===== src/rtl/mem_port_arbiter.sv =====
// mem_port_arbiter
//   Shares one single-ported memory between instruction fetch (I) and data
//   load/store (D). Each granted access holds its strobe for LATENCY cycles,
//   then the owner receives a one-cycle registered ready pulse. Data wins over
//   fetch, but after STARVE_LIMIT consecutive data grants that beat a waiting
//   fetch, the fetch is forced through.
// Ports
//   clk, reset_n            clock; asynchronous reset, active-high despite the name
//   i_req/i_addr            fetch request, held until i_ready
//   i_ready/i_rdata         fetch done pulse; fetched word (held)
//   d_req/d_we/d_addr/d_wdata  data request (d_we=1 store), held until d_ready
//   d_ready/d_rdata         data done pulse; load word (held)
//   m_rd/m_wr/m_addr/m_wdata/m_rdata  memory side
//   busy                    arbiter not idle
module mem_port_arbiter #(
   parameter int unsigned WORD         = 16,
   parameter int unsigned LATENCY      = 2,
   parameter int unsigned STARVE_LIMIT = 4
) (
   input  logic            clk,
   input  logic            reset_n,
   input  logic            i_req,
   input  logic [WORD-1:0] i_addr,
   output logic            i_ready,
   output logic [WORD-1:0] i_rdata,
   input  logic            d_req,
   input  logic            d_we,
   input  logic [WORD-1:0] d_addr,
   input  logic [WORD-1:0] d_wdata,
   output logic            d_ready,
   output logic [WORD-1:0] d_rdata,
   output logic            m_rd,
   output logic            m_wr,
   output logic [WORD-1:0] m_addr,
   output logic [WORD-1:0] m_wdata,
   input  logic [WORD-1:0] m_rdata,
   output logic            busy
);

   localparam int unsigned CntW = (LATENCY > 1) ? $clog2(LATENCY) : 1;
   localparam int unsigned StW  = $clog2(STARVE_LIMIT + 1);
   localparam logic [CntW-1:0] CntInit = CntW'(LATENCY - 1);
   localparam logic [StW-1:0]  StMax   = StW'(STARVE_LIMIT);

   typedef enum logic [1:0] {StIdle, StAccess, StDone} state_e;

   state_e          state_q, state_d;
   logic [CntW-1:0] cnt_q, cnt_d;
   logic [StW-1:0]  starve_q, starve_d;
   logic            owner_q, owner_d;   // 1 = data port owns the access
   logic            we_q, we_d;
   logic [WORD-1:0] addr_q, addr_d;
   logic [WORD-1:0] wdata_q, wdata_d;
   logic [WORD-1:0] i_rdata_q, i_rdata_d;
   logic [WORD-1:0] d_rdata_q, d_rdata_d;
   logic            i_ready_q, i_ready_d;
   logic            d_ready_q, d_ready_d;
   logic            grant_d;

   always_comb begin
      state_d   = state_q;
      cnt_d     = cnt_q;
      starve_d  = starve_q;
      owner_d   = owner_q;
      we_d      = we_q;
      addr_d    = addr_q;
      wdata_d   = wdata_q;
      i_rdata_d = i_rdata_q;
      d_rdata_d = d_rdata_q;
      i_ready_d = 1'b0;
      d_ready_d = 1'b0;
      // Data wins unless a waiting fetch has been starved to the limit.
      grant_d   = d_req & ~(i_req & (starve_q == StMax));

      case (state_q)
         StIdle: begin
            if (i_req || d_req) begin
               state_d = StAccess;
               cnt_d   = CntInit;
               owner_d = grant_d;
               if (grant_d) begin
                  we_d    = d_we;
                  addr_d  = d_addr;
                  wdata_d = d_wdata;
                  if (i_req && (starve_q != StMax)) begin
                     starve_d = starve_q + 1'b1;
                  end
               end else begin
                  we_d     = 1'b0;
                  addr_d   = i_addr;
                  starve_d = '0;
               end
            end
         end
         StAccess: begin
            if (cnt_q == '0) begin
               state_d = StDone;
               // Ready is set here so it is a flop output during StDone.
               if (owner_q) begin
                  d_ready_d = 1'b1;
                  if (!we_q) begin
                     d_rdata_d = m_rdata;
                  end
               end else begin
                  i_ready_d = 1'b1;
                  i_rdata_d = m_rdata;
               end
            end else begin
               cnt_d = cnt_q - 1'b1;
            end
         end
         StDone: begin
            state_d = StIdle;
         end
         default: begin
            state_d = StIdle;
         end
      endcase
   end

   always_ff @(posedge clk or posedge reset_n) begin
      if (reset_n) begin
         state_q   <= StIdle;
         cnt_q     <= '0;
         starve_q  <= '0;
         owner_q   <= 1'b0;
         we_q      <= 1'b0;
         addr_q    <= '0;
         wdata_q   <= '0;
         i_rdata_q <= '0;
         d_rdata_q <= '0;
         i_ready_q <= 1'b0;
         d_ready_q <= 1'b0;
      end else begin
         state_q   <= state_d;
         cnt_q     <= cnt_d;
         starve_q  <= starve_d;
         owner_q   <= owner_d;
         we_q      <= we_d;
         addr_q    <= addr_d;
         wdata_q   <= wdata_d;
         i_rdata_q <= i_rdata_d;
         d_rdata_q <= d_rdata_d;
         i_ready_q <= i_ready_d;
         d_ready_q <= d_ready_d;
      end
   end

   // Fetches latch we_q=0, so every non-store access reads.
   assign m_rd    = (state_q == StAccess) & ~we_q;
   assign m_wr    = (state_q == StAccess) & we_q;
   // addr_q/wdata_q only change on a grant, so they hold outside StAccess.
   assign m_addr  = addr_q;
   assign m_wdata = wdata_q;
   assign i_ready = i_ready_q;
   assign d_ready = d_ready_q;
   assign i_rdata = i_rdata_q;
   assign d_rdata = d_rdata_q;
   assign busy    = (state_q != StIdle);

endmodule


===== config.mk =====
export PLATFORM = sky130hd
export DESIGN_NAME = mem_port_arbiter
export DESIGN_NICKNAME = d
export VERILOG_FILES = /design/src/rtl/mem_port_arbiter.sv
export SDC_FILE = /design/constraint.sdc
export NUM_CORES = 1
export LEC_CHECK = 0
export CORE_ASPECT_RATIO = 0.75
export CORE_UTILIZATION = 42
export DETAILED_ROUTE_END_ITERATION = 8
export GPL_TIMING_DRIVEN = 0
export PLACE_DENSITY = 0.8
export SLEW_MARGIN = 25
export SYNTH_ARGS = -nofsm -noshare
export SYNTH_HDL_FRONTEND = slang
export SYNTH_SLANG_ARGS = --single-unit

===== constraint.sdc =====
create_clock -name clk -period 2.9 [get_ports clk]
set_clock_uncertainty 0.05 [all_clocks]
set_input_delay 0.29 -clock clk [delete_from_list [all_inputs] [get_ports clk]]
set_output_delay 0.29 -clock clk [all_outputs]
set_load 0.05 [all_outputs]

==> out/summary.txt <==
register-to-register setup slack: 0.91 ns
Total Wirelength: 7790 µm
Netlist cell types: 27
CP arrival: 2.37 ns
Setup crit start: state_q[1]$_DFFE_PP0P_
antenna violations before repair: 0
Synth top area share: 59.3%
count leader, synth: dfrtp_1
Crit path largest cell delay: 0.72 ns
maximum vdd drop: 818 µV
Gates resized, CTS repair: 0
share of layout cells above drive strength 1: 19.1%
P_leak: 2.03 nW
vias: 2516
Period minus WS final: 2.71 ns
syn nets: 314
Worst setup SP type: flip-flop
DP Area: 0.00464 mm²
synthesis-to-finish area growth: 55.1%
Net count, final: 463
Reg2Reg Launch Point: starve_q[0]$_DFFE_PP0P_
Slew headroom: 61.2%
Max H-tree Level: 3
Cells after Synth: 243
clock buffer depth: 2
FP Rows: 26
Seq/Total Area, Yosys: 59.3%
critical-path cell with the highest stage delay: clkdlybuf4s50_1
Starting Density: 44.6%
Fin. Hold Viols: 0
# IOs: 138
xor and xnor fraction of the mapped netlist area: 0%
area occupied by multi-input gates: 0.00108 mm²
design area: 0.00484 mm²
worst slew pin tran: 0.578 ns
FF-to-FF path depth: 7
area of the mapped netlist: 0.00312 mm²
DP Worst Slack: 0.569 ns
placed cells: 479
Overflow after GRT: 0
Die ar.: 0.00778 mm²
Max Cap Viol: 0
proportion of synthesized area in mux cells: 17.6%
Register Area: 0.00185 mm²
TritonCTS clock tree: done
outcome: completed
CTS root buf: clkbuf_8
Post-synth top flop: dfrtp_1
Via density: 5.08
Die X: 102 µm
synth warn: 0
period utilization: 93.4%
setup slack after layout: 0.192 ns
GPL Wtd Cong: 0.760
n_diodes: 0
top cells by area, synth: dfrtp_1, mux2_2, o221ai_1, nand4_1, inv_1
first-pass GRT wire length: 12400 µm
area share of and/or/nand/nor cells after synthesis: 10.5%
unrepaired setup endpoints after global routing: no
combinational family with the most area after synthesis: multiplexers
PortBufs: 137
DRT iter0 DRCs: 75
FMAX: 369 MHz
mean post-synth cell area: 12.8 µm²
final setup TNS: 0 ns
Cell Pwr Density: 1390 mW/mm²
DIE HEIGHT: 76.7 µm
compound-gate portion of the synthesized area: 5.61%
Placeable Area: 0.00699 mm²
number of synthesized flops with an enable pin: 0
ANT nets after route: 0
Final HPWL DP: 5790 µm
top cell type by total area after synthesis: dfrtp_1
CP max FO: 10
Total GRT Usage: 21.2%
CP endpoint kind: output port
kind of critical path: flip-flop to output port
fin cells: 495
DRC: 0
CTS Hold Bufs: 0
clk sinks: 74
cts bufs inserted: 9
ys async rst share: 100%
Adder-Cell Fraction of Synth Area: 0.802%
Worst EP required: 2.56 ns
Hold WC Path Type: primary input to asynchronous set/reset pin
largest net degree at the start of global routing: 50
commonest cells in the synthesized netlist: dfrtp_1, mux2_2, inv_1
Clk Latency, worst-skew pair: 0.33 ns
routed length per instance: 15.7 µm
setup bufs post-CTS: 0
Synth Register Bits: 74
register clock-pin slew on the reported worst setup and hold paths: 0.07 ns
Finish-stage setup viols: 0
vias in the first global route: 2573
Final Max Slew Viols: 0
critical path cell sequence: nor2_2 -> clkbuf_1 -> inv_1 -> clkdlybuf4s50_1
Layout fillers: 544
DRT Pass-1 Iters: 4
==> logic make-up (layout without fill, tap and decap cells) <==
kind of cell,Yosys count,count (layout)
flip-flops,74,74
buffers and inverters,43,197
AO/OA/AOI/OAI,22,22
multiplexers,49,49
AND/OR/NAND/NOR,53,53
adder cells (fa/ha/maj),2,2
==> layer usage <==
layer	vias up	GRT usage, %	share of wire [%]
li1	1176	-	-
met1	1219	25.7	42
met2	113	34.7	48
met3	8	7.93	9.1
met4	0	6.81	0.95
met5	-	0	0
==> where the power goes <==
part	leakage, nW	total, W	switching, W	internal [W]
Clock	0.103	0.000781	0.000363	0.000418
Combinational	1.03	0.00410	0.00260	0.00150
Sequential	0.893	0.00183	0.000269	0.00156
Total	2.03	0.00671	0.00323	0.00347
==> final timing paths <==
check,endpoint
setup / recovery,busy
hold / removal,m_wdata[14]$_DFFE_PP0P_
setup reg to reg,m_addr[2]$_DFFE_PP0P_
hold reg to reg,d_rdata[3]$_DFFE_PP0P_
max in group asynchronous,i_rdata[13]$_DFFE_PP0P_
min in group clk,we_q$_DFFE_PP0P_
==> final cells by class <==
type	instances	share of cell area (%)
clock buffer	11	2.92
sequential	74	38.3
buffer	18	1.99
inverter	25	1.99
multi-input combinational	126	22.3
tap	98	2.53
clock inverter	5	1.11
timing repair buffer	138	28.9
==> per-stage QoR <==
step	util, %	hold slack (ns)	power (W)
4_1_cts	69.2	0.221	0.00677
5_1_grt	69.2	0.241	0.00703
3_5_place_dp	66.4	0.429	0.00597
3_3_place_gp	66.0	0.419	0.00587
6_report	69.2	0.224	0.00671
2_1_floorplan	-	0.368	0.00459
==> cell usage in the layout, fill, tap and decap left out, types with 2 or more instances in the layout <==
| master | n |
|---|---|
| ha_1 | 2 |
| nand2_1 | 4 |
| o221ai_1 | 16 |
| mux2_2 | 47 |
| and2_1 | 2 |
| nand4_1 | 17 |
| clkbuf_8 | 10 |
| o22ai_1 | 2 |
| inv_1 | 24 |
| buf_2 | 5 |
| nor2_1 | 3 |
| nand3_1 | 18 |
| clkbuf_1 | 11 |
| clkdlybuf4s50_1 | 137 |
| clkinv_2 | 3 |
| dfrtp_1 | 74 |
| buf_6 | 3 |
| o21ai_0 | 3 |
==> registers in the layout, summed over array words and instances, names as in the netlist <==
| name | flops |
|---|---|
| d_rdata | 16 |
| i_rdata | 16 |
| m_addr | 16 |
| m_wdata | 16 |
| starve_q | 3 |
| state_q | 2 |
| cnt_q | 1 |
| d_ready | 1 |
| i_ready | 1 |
| owner_q | 1 |
| we_q | 1 |
==> critical path, delay by kind of cell, from the launching register on <==
| kind | cells | cell delay, ns |
|---|---|---|
| buf+inv | 3 | 1.22 |
| flops | 1 | 0.40 |
| simple gates | 1 | 0.42 |
No activity file was read; power rests on OpenSTA's default activity.
